===== config.mk =====
export PLATFORM = sky130hd
export DESIGN_NAME = count_ones_sequencer_flat
export DESIGN_NICKNAME = d
export VERILOG_FILES = /design/src/rtl/count_ones_sequencer_if.sv /design/src/rtl/count_ones_sequencer.sv /design/src/flat_wrapper.sv
export SDC_FILE = /design/constraint.sdc
export NUM_CORES = 1
export LEC_CHECK = 0
export CAP_MARGIN = 20
export CORE_MARGIN = 10
export CORE_UTILIZATION = 35
export CTS_CLUSTER_SIZE = 25
export DETAILED_ROUTE_END_ITERATION = 7
export PLACE_DENSITY = 0.66
export REMOVE_ABC_BUFFERS = 1
export SKIP_LAST_GASP = 1
export SYNTH_ARGS = -nofsm -noshare
export SYNTH_HDL_FRONTEND = slang
export SYNTH_SLANG_ARGS = --single-unit

===== constraint.sdc =====
create_clock -name clock -period 3.9 [get_ports clock]
set_clock_uncertainty 0.2 [all_clocks]
set_input_delay 0.585 -clock clock [delete_from_list [all_inputs] [get_ports clock]]
set_output_delay 0.585 -clock clock [all_outputs]
set_load 0.1 [all_outputs]

===== src/rtl/count_ones_sequencer_if.sv =====
// Operand/result handshake bundle for count_ones_sequencer.
// The master drives operands and accepts results; the slave is the counter.
interface count_ones_sequencer_if #(
    parameter int DATA_WIDTH = 32
) ();
    localparam int COUNT_WIDTH = $clog2(DATA_WIDTH + 1);

    logic                   in_valid;
    logic                   in_ready;
    logic [DATA_WIDTH-1:0]  in_data;
    logic                   out_valid;
    logic                   out_ready;
    logic [COUNT_WIDTH-1:0] out_count;

    modport master (
        output in_valid, in_data, out_ready,
        input  in_ready, out_valid, out_count
    );

    modport slave (
        input  in_valid, in_data, out_ready,
        output in_ready, out_valid, out_count
    );
endinterface


===== src/rtl/count_ones_sequencer.sv =====
// Multi-cycle popcount: counts CHUNK_WIDTH bits per cycle through one shared datapath.
// Define COUNT_ONES_SEQUENCER_EARLY_EXIT_EN to finish as soon as the remaining chunks are all zero.
module count_ones_sequencer #(
    parameter int DATA_WIDTH  = 32,
    parameter int CHUNK_WIDTH = 8
) (
    input  logic                   clock,
    input  logic                   resetn,
    count_ones_sequencer_if.slave  bus,
    output logic                   busy
);
    localparam int NUM_CHUNKS  = (DATA_WIDTH + CHUNK_WIDTH - 1) / CHUNK_WIDTH;
    localparam int PAD_WIDTH   = NUM_CHUNKS * CHUNK_WIDTH;
    localparam int COUNT_WIDTH = $clog2(DATA_WIDTH + 1);
    localparam int CHUNK_CNT_W = $clog2(CHUNK_WIDTH + 1);
    localparam int IDX_W       = (NUM_CHUNKS > 1) ? $clog2(NUM_CHUNKS) : 1;

    typedef enum logic [1:0] {IDLE, BUSY, DONE} state_t;

    state_t                 state, state_next;
    logic [PAD_WIDTH-1:0]   shreg;
    logic [COUNT_WIDTH-1:0] acc;
    logic [COUNT_WIDTH-1:0] acc_next;
    logic [COUNT_WIDTH-1:0] result;
    logic [IDX_W-1:0]       idx;
    logic [CHUNK_CNT_W-1:0] chunk_cnt;
    logic                   last_chunk;

    // Count ones in the chunk currently sitting at the bottom of the shift register.
    always_comb begin
        chunk_cnt = '0;
        for (int i = 0; i < CHUNK_WIDTH; i++) begin
            chunk_cnt = chunk_cnt + CHUNK_CNT_W'(shreg[i]);
        end
    end

    assign acc_next = acc + COUNT_WIDTH'(chunk_cnt);

`ifdef COUNT_ONES_SEQUENCER_EARLY_EXIT_EN
    assign last_chunk = (idx == IDX_W'(NUM_CHUNKS - 1)) || ((shreg >> CHUNK_WIDTH) == '0);
`else
    assign last_chunk = (idx == IDX_W'(NUM_CHUNKS - 1));
`endif

    // NOTE: sequential state uses non-blocking assignments so every register
    // samples pre-edge values, independent of statement order.
    always_ff @(posedge clock or negedge resetn) begin
        if (!resetn) state <= IDLE;
        else         state <= state_next;
    end

    // NOTE: every output of a combinational block gets a default first so no
    // path through the case leaves it unassigned and infers a latch.
    always_comb begin
        state_next = state;
        unique case (state)
            IDLE: if (bus.in_valid)  state_next = BUSY;
            BUSY: if (last_chunk)    state_next = DONE;
            DONE: if (bus.out_ready) state_next = IDLE;
            default:                 state_next = IDLE;
        endcase
    end

    always_comb begin
        bus.in_ready  = 1'b0;
        bus.out_valid = 1'b0;
        busy          = 1'b0;
        unique case (state)
            IDLE:    bus.in_ready  = 1'b1;
            BUSY:    busy          = 1'b1;
            DONE: begin
                bus.out_valid = 1'b1;
                busy          = 1'b1;
            end
            default: bus.in_ready  = 1'b1;
        endcase
    end

    assign bus.out_count = result;

    // The result register is separate from the accumulator so out_count keeps
    // its last value while the next operand is being counted.
    always_ff @(posedge clock or negedge resetn) begin
        if (!resetn) begin
            shreg  <= '0;
            acc    <= '0;
            idx    <= '0;
            result <= '0;
        end else begin
            unique case (state)
                IDLE: if (bus.in_valid) begin
                    shreg <= PAD_WIDTH'(bus.in_data);
                    acc   <= '0;
                    idx   <= '0;
                end
                BUSY: begin
                    acc   <= acc_next;
                    shreg <= shreg >> CHUNK_WIDTH;
                    idx   <= idx + IDX_W'(1);
                    if (last_chunk) result <= acc_next;
                end
                default: ;
            endcase
        end
    end
endmodule


===== src/flat_wrapper.sv =====
// flat-port wrapper written by rule: the top's interface ports become plain ports
module count_ones_sequencer_flat 
#(
    parameter int DATA_WIDTH  = 32,
    parameter int CHUNK_WIDTH = 8
)
  (clock, resetn, busy, bus_in_valid, bus_in_data, bus_out_ready, bus_in_ready, bus_out_valid, bus_out_count);
  count_ones_sequencer_if #(.DATA_WIDTH(DATA_WIDTH)) bus_i ();
  input  logic clock;
  input  logic resetn;
  output logic busy;
  input wire logic [$bits(bus_i.in_valid)-1:0] bus_in_valid;
  input wire logic [$bits(bus_i.in_data)-1:0] bus_in_data;
  input wire logic [$bits(bus_i.out_ready)-1:0] bus_out_ready;
  output wire logic [$bits(bus_i.in_ready)-1:0] bus_in_ready;
  output wire logic [$bits(bus_i.out_valid)-1:0] bus_out_valid;
  output wire logic [$bits(bus_i.out_count)-1:0] bus_out_count;
  assign bus_i.in_valid = bus_in_valid;
  assign bus_i.in_data = bus_in_data;
  assign bus_i.out_ready = bus_out_ready;
  assign bus_in_ready = bus_i.in_ready;
  assign bus_out_valid = bus_i.out_valid;
  assign bus_out_count = bus_i.out_count;
  count_ones_sequencer #(.DATA_WIDTH(DATA_WIDTH), .CHUNK_WIDTH(CHUNK_WIDTH)) u_core (.clock(clock), .resetn(resetn), .bus(bus_i), .busy(busy));
endmodule

After elaboration in Yosys (flattened, before gate mapping) --
Index checks and enable logic that the tools add are counted. Widths: inputs -> output; s select.
Word-level totals: flip-flop bits (word level) 48, latch bits 0, bits in writable memories 0, memory bits (read-only) 0, input port bits 36, output and inout port bits 9, word-level logic and storage cells 39, memories kept 0
Operators by class: add/sub/neg operators 9, multipliers 0, divide/modulo/power cells 0, magnitude comparators 0, equality and inequality tests 6, shift-type cells 0, mux-type cells 13, bitwise logic cells 0, reduce and logical (&&, ||, !) cells 6
Operators with widths (count):
- $pmux 32 s2 | 1
- $mux 32 | 1
- $add 4x1->4 | 6
- $pmux 6 s2 | 1
- $mux 2 | 4
- $add 6x4->6 | 1
- $mux 6 | 1
- $pmux 2 s3 | 1
- $eq 2x2->1 const B | 2
- $ne 2x2->1 const B | 2
- $pmux 2 s2 | 1
- $reduce_and 2->1 | 2
- $mux 1 | 3
- $reduce_and 3->1 | 1
- $add 1x1->2 | 1
- $add 2x1->2 const B | 1
- $eq 2x1->1 const B | 1
- $logic_not 2->1 | 1
- $ne 2x1->1 const B | 1
- $reduce_bool 2->1 | 1
- $reduce_or 2->1 | 1

Depth between registers and ports, before layout --
depth after elaboration 9, mapped depth 13, gate-level depth less buffers 13

Least setup slack after synthesis --
No wires, ideal clock.
path kind register to register, from reg u_core.shreg[0], to reg u_core.result[4], in the netlist u_core.bus.out_count[4], setup time 125 ps, data arrival time 3553 ps, data required time 3575 ps, setup slack 22 ps, stages on the path, launching flop included 13, clock period less this slack 3878 ps, cells stage by stage dfrtp_1 ha_1 inv_1 fa_1 fa_1 fa_1 fa_1 inv_1 fa_1 a21o_1 a21oi_1 xor2_1 o21ai_1
On the way: longest elaborated chain between the ends 8
RTL lines:
- start, declared | line count_ones_sequencer.sv:21 | logic [PAD_WIDTH-1:0] shreg;
- start signal, assigned | line count_ones_sequencer.sv:92 | shreg <= PAD_WIDTH'(bus.in_data);
- start signal, assigned | line count_ones_sequencer.sv:98 | shreg <= shreg >> CHUNK_WIDTH;
- $add 1x1->2 | line count_ones_sequencer.sv:33 | chunk_cnt = chunk_cnt + CHUNK_CNT_W'(shreg[i]);
- $add 4x1->4 (6 in series) | line count_ones_sequencer.sv:33
- $add 6x4->6 | line count_ones_sequencer.sv:37 | assign acc_next = acc + COUNT_WIDTH'(chunk_cnt);
- end signal, assigned | line count_ones_sequencer.sv:100 | if (last_chunk) result <= acc_next;
- end, declared | line count_ones_sequencer.sv:24 | logic [COUNT_WIDTH-1:0] result;
No other way between the ends. A chain may end at the register's enable or synchronous reset.

Worst setup path after layout --
from reg u_core.shreg[1], to reg u_core.result[3], in the netlist u_core.bus.out_count[3]
The elaborated chain is that of the path after synthesis.

==> flow_metrics.py <==
metrics = {
    "run": {
        "maxCapViolCount": 0,
    },
    "sta": {
        "worstMarginPinSlew_ns": 0.9725,
        "worst_slack_ns": -0.006811,
        "rsz0062_at_grt": "true",
        "holdWs_ns": -0.01151,
        "finalMaxSlewViolations": 0,
        "finalHoldViolations": 15,
        "setup_viol": 1,
        "slew_headroom_pct": 34.96,
        "timing.final.crit_share_pct": 100.2,
        "fmaxAchievable_mhz": 256.0,
        "min_period_ns": 3.907,
    },
    "global_route": {
        "antenna_found_initial": 0,
        "grt_pass1_wl_microns": 8838,
        "grt_remaining_overflow": 0,
        "grt_pass1_vias": 1894,
        "grt_max_degree": 49,
        "grt_usage_pct": 9.476,
    },
    "synthesis": {
        "synth_flop_cell": "dfrtp_1",
        "synthTopCellsByCount": "dfrtp_1, nand2_1, o21ai_1",
        "synth_edf_count": 0,
        "synth_cells": 242,
        "synth_warnings": 0,
        "yosys.area.top_type": "dfrtp_1",
        "async_flop_share_pct": 100.0,
        "yosysMostFrequentCell": "dfrtp_1",
        "synth_area_sq_um": 2526,
        "synth_cell_types": 32,
        "ys_top_cells_by_area": "dfrtp_1, mux2i_1, o21ai_1",
        "postSynthAreaPerCell_sq_um": 10.44,
        "yosysTopAreaCellShare_pct": 47.55,
        "synth-seq-cells": 48,
        "ys_seq_area_share_pct": 47.55,
    },
    "finish": {
        "nets": 339,
        "regArea_sq_um": 1201,
        "final_area_sq_um": 3176,
        "area_growth_pct": 25.71,
        "multi_input_area_sq_um": 1206,
        "antenna_cells": 0,
        "drive_gt1_share_pct": 11.50,
        "fill_cells": 676,
    },
    "status": {
        "status": "finished, violations left",
        "violations": "negative hold slack, negative setup slack",
    },
    "die": {
        "start_util_pct": 36.58,
        "dieArea_sq_um": 11020,
        "die_y_microns": 105.0,
        "dieWidth_microns": 105.0,
        "io_pins": 45,
        "rows": 30,
        "coreArea_sq_um": 6907,
    },
    "drt": {
        "drt-pass1-iter-count": 4,
        "wl_per_cell_microns": 13.57,
        "vias": 1751,
        "via_per_inst": 4.572,
        "drtAntennaViolNets": 0,
        "dr.first_iter.drc_count": 71,
        "drc_errors": 0,
        "finalWirelength_microns": 5198,
    },
    "clock_tree": {
        "clkSinkCount": 48,
        "hold_buffers": 0,
        "h-tree-depth": 2,
        "cts_max_path_buffers": 2,
        "numCtsBuffers": 5,
        "clk_latency_ns": 0.30,
        "clk_pin_slew_ns": 0.09,
        "cts_tree": "yes",
        "cts-root-buf": "clkbuf_8",
    },
    "setup_path": {
        "worstPathCellList": "ha_4 > inv_2 > fa_1 > fa_1 > fa_2 > fa_1 > inv_2 > ha_4 > a211oi_2 > nor2_1 > xor2_1 > mux2_4",
        "start_kind": "register",
        "cp_top_family": "adder cells",
        "critical_path.endpoint_type": "register",
        "cp.required_ns": 3.89,
        "max_stage_delay_ns": 0.52,
        "cp_max_fo": 2,
        "worstPathArrival_ns": 3.90,
        "crit_start": "u_core.shreg[1]",
        "crit_buf_inv": 2,
        "cp_slowest_cell": "fa_1",
        "path_common_cell": "fa_1",
        "crit_type": "reg -> reg",
        "r2r_start": "u_core.shreg[1]",
    },
    "hold_path": {
        "hold_path.class": "in -> async",
    },
    "place": {
        "place_ws_ns": -0.08662,
        "gp_congestion": 0.7707,
        "io_buffers": 44,
        "hpwlAfterDp_microns": 3760,
        "dpl_cell_area_sq_um": 3009,
    },
}
==> path summary, 6_finish.rpt <==
check,to,slack [ns],cells after the start
min in group clock,u_core.idx[0],0.29,1
setup reg to reg,u_core.bus.out_count[3],-0.007,12
setup / recovery,u_core.bus.out_count[3],-0.007,12
hold reg to reg,u_core.idx[0],0.29,1
max in group asynchronous,u_core.acc[5],3.01,2
hold / removal,u_core.shreg[10],-0.01,1
==> per-layer routing <==
metal | vias up | wire length, microns | part of all wire [%] | GRT usage, %
met5 | - | 0 | 0 | 0
met4 | 0 | 46 | 0.88 | 2.059
met3 | 5 | 175 | 3.4 | 2.826
met2 | 26 | 2503 | 48 | 14.95
met1 | 816 | 2472 | 48 | 12.50
li1 | 904 | - | - | -
==> cell type report <==
cell class                 instances  share of cell area (%)
timing repair buffer              51                   15.60
tap                               96                   3.782
clock buffer                       5                   2.167
multi-input combinational        162                   37.98
inverter                          19                   2.246
clock inverter                     2                  0.3940
sequential                        48                   37.82
==> layout by cell type, fill, tap and decap left out, drive strengths merged <==
cell type       n
a22o            4
nand2          43
mux2            4
fa              5
nor2b           1
buf            10
nor2            3
a211oi          1
xnor2           2
clkinv          1
a22oi           9
dfrtp          48
nand2b          1
mux2i          24
inv            19
nor3            1
clkbuf          5
clkdlybuf4s50  41
a21o            3
and2            2
o21a            1
o22ai           1
clkinvlp        1
xor2            3
ha             11
o21ai          37
a21oi           5
o31a            1
==> cells by family after synthesis <==
family,synth area share [%]
muxes,11.29
AOI/OAI and AO/OA,15.01
DFF,47.55
adders and majority gates,9.411
and+or+nand+nor,8.222
buffers and inverters,6.785
xor gates and xnor gates,1.734
==> worst reg2reg max path, stage by stage, from the launching register on <==
cell	delay, ns
dfrtp_1	0.42
ha_4	0.27
inv_2	0.03
fa_1	0.52
fa_1	0.45
fa_2	0.38
fa_1	0.50
inv_2	0.06
ha_4	0.21
a211oi_2	0.25
nor2_1	0.08
xor2_1	0.16
mux2_4	0.27
==> flip-flops by register name (all words and copies together), names as in the netlist <==
register	cells
u_core.shreg	32
u_core.acc	6
u_core.bus.out_count	6
u_core.idx	2
u_core.state	2
==> repair_timing <==
action,in CTS,in global routing
gates resized for setup,3,6
setup buffers,0,3
endpoints found under the setup margin,4,8
pin swaps,0,16
==> per-stage QoR <==
step / TNS, ns / instances / util, % / hold slack (ns)
after floorplan: 0 / 229 / - / 0.08941
after detailed placement: -0.2007 / 372 / 43.57 / 0.2752
final: -0.006811 / 383 / 45.98 / -0.01151
after global placement: -0.07937 / 372 / 43.57 / 0.2659
after CTS: 0 / 379 / 44.89 / 0.2919
after global routing: -0.6680 / 383 / 45.98 / 0.006835
Power is not shown: default switching activity piles up to over one toggle a cycle in this logic, so the estimate is an artifact.
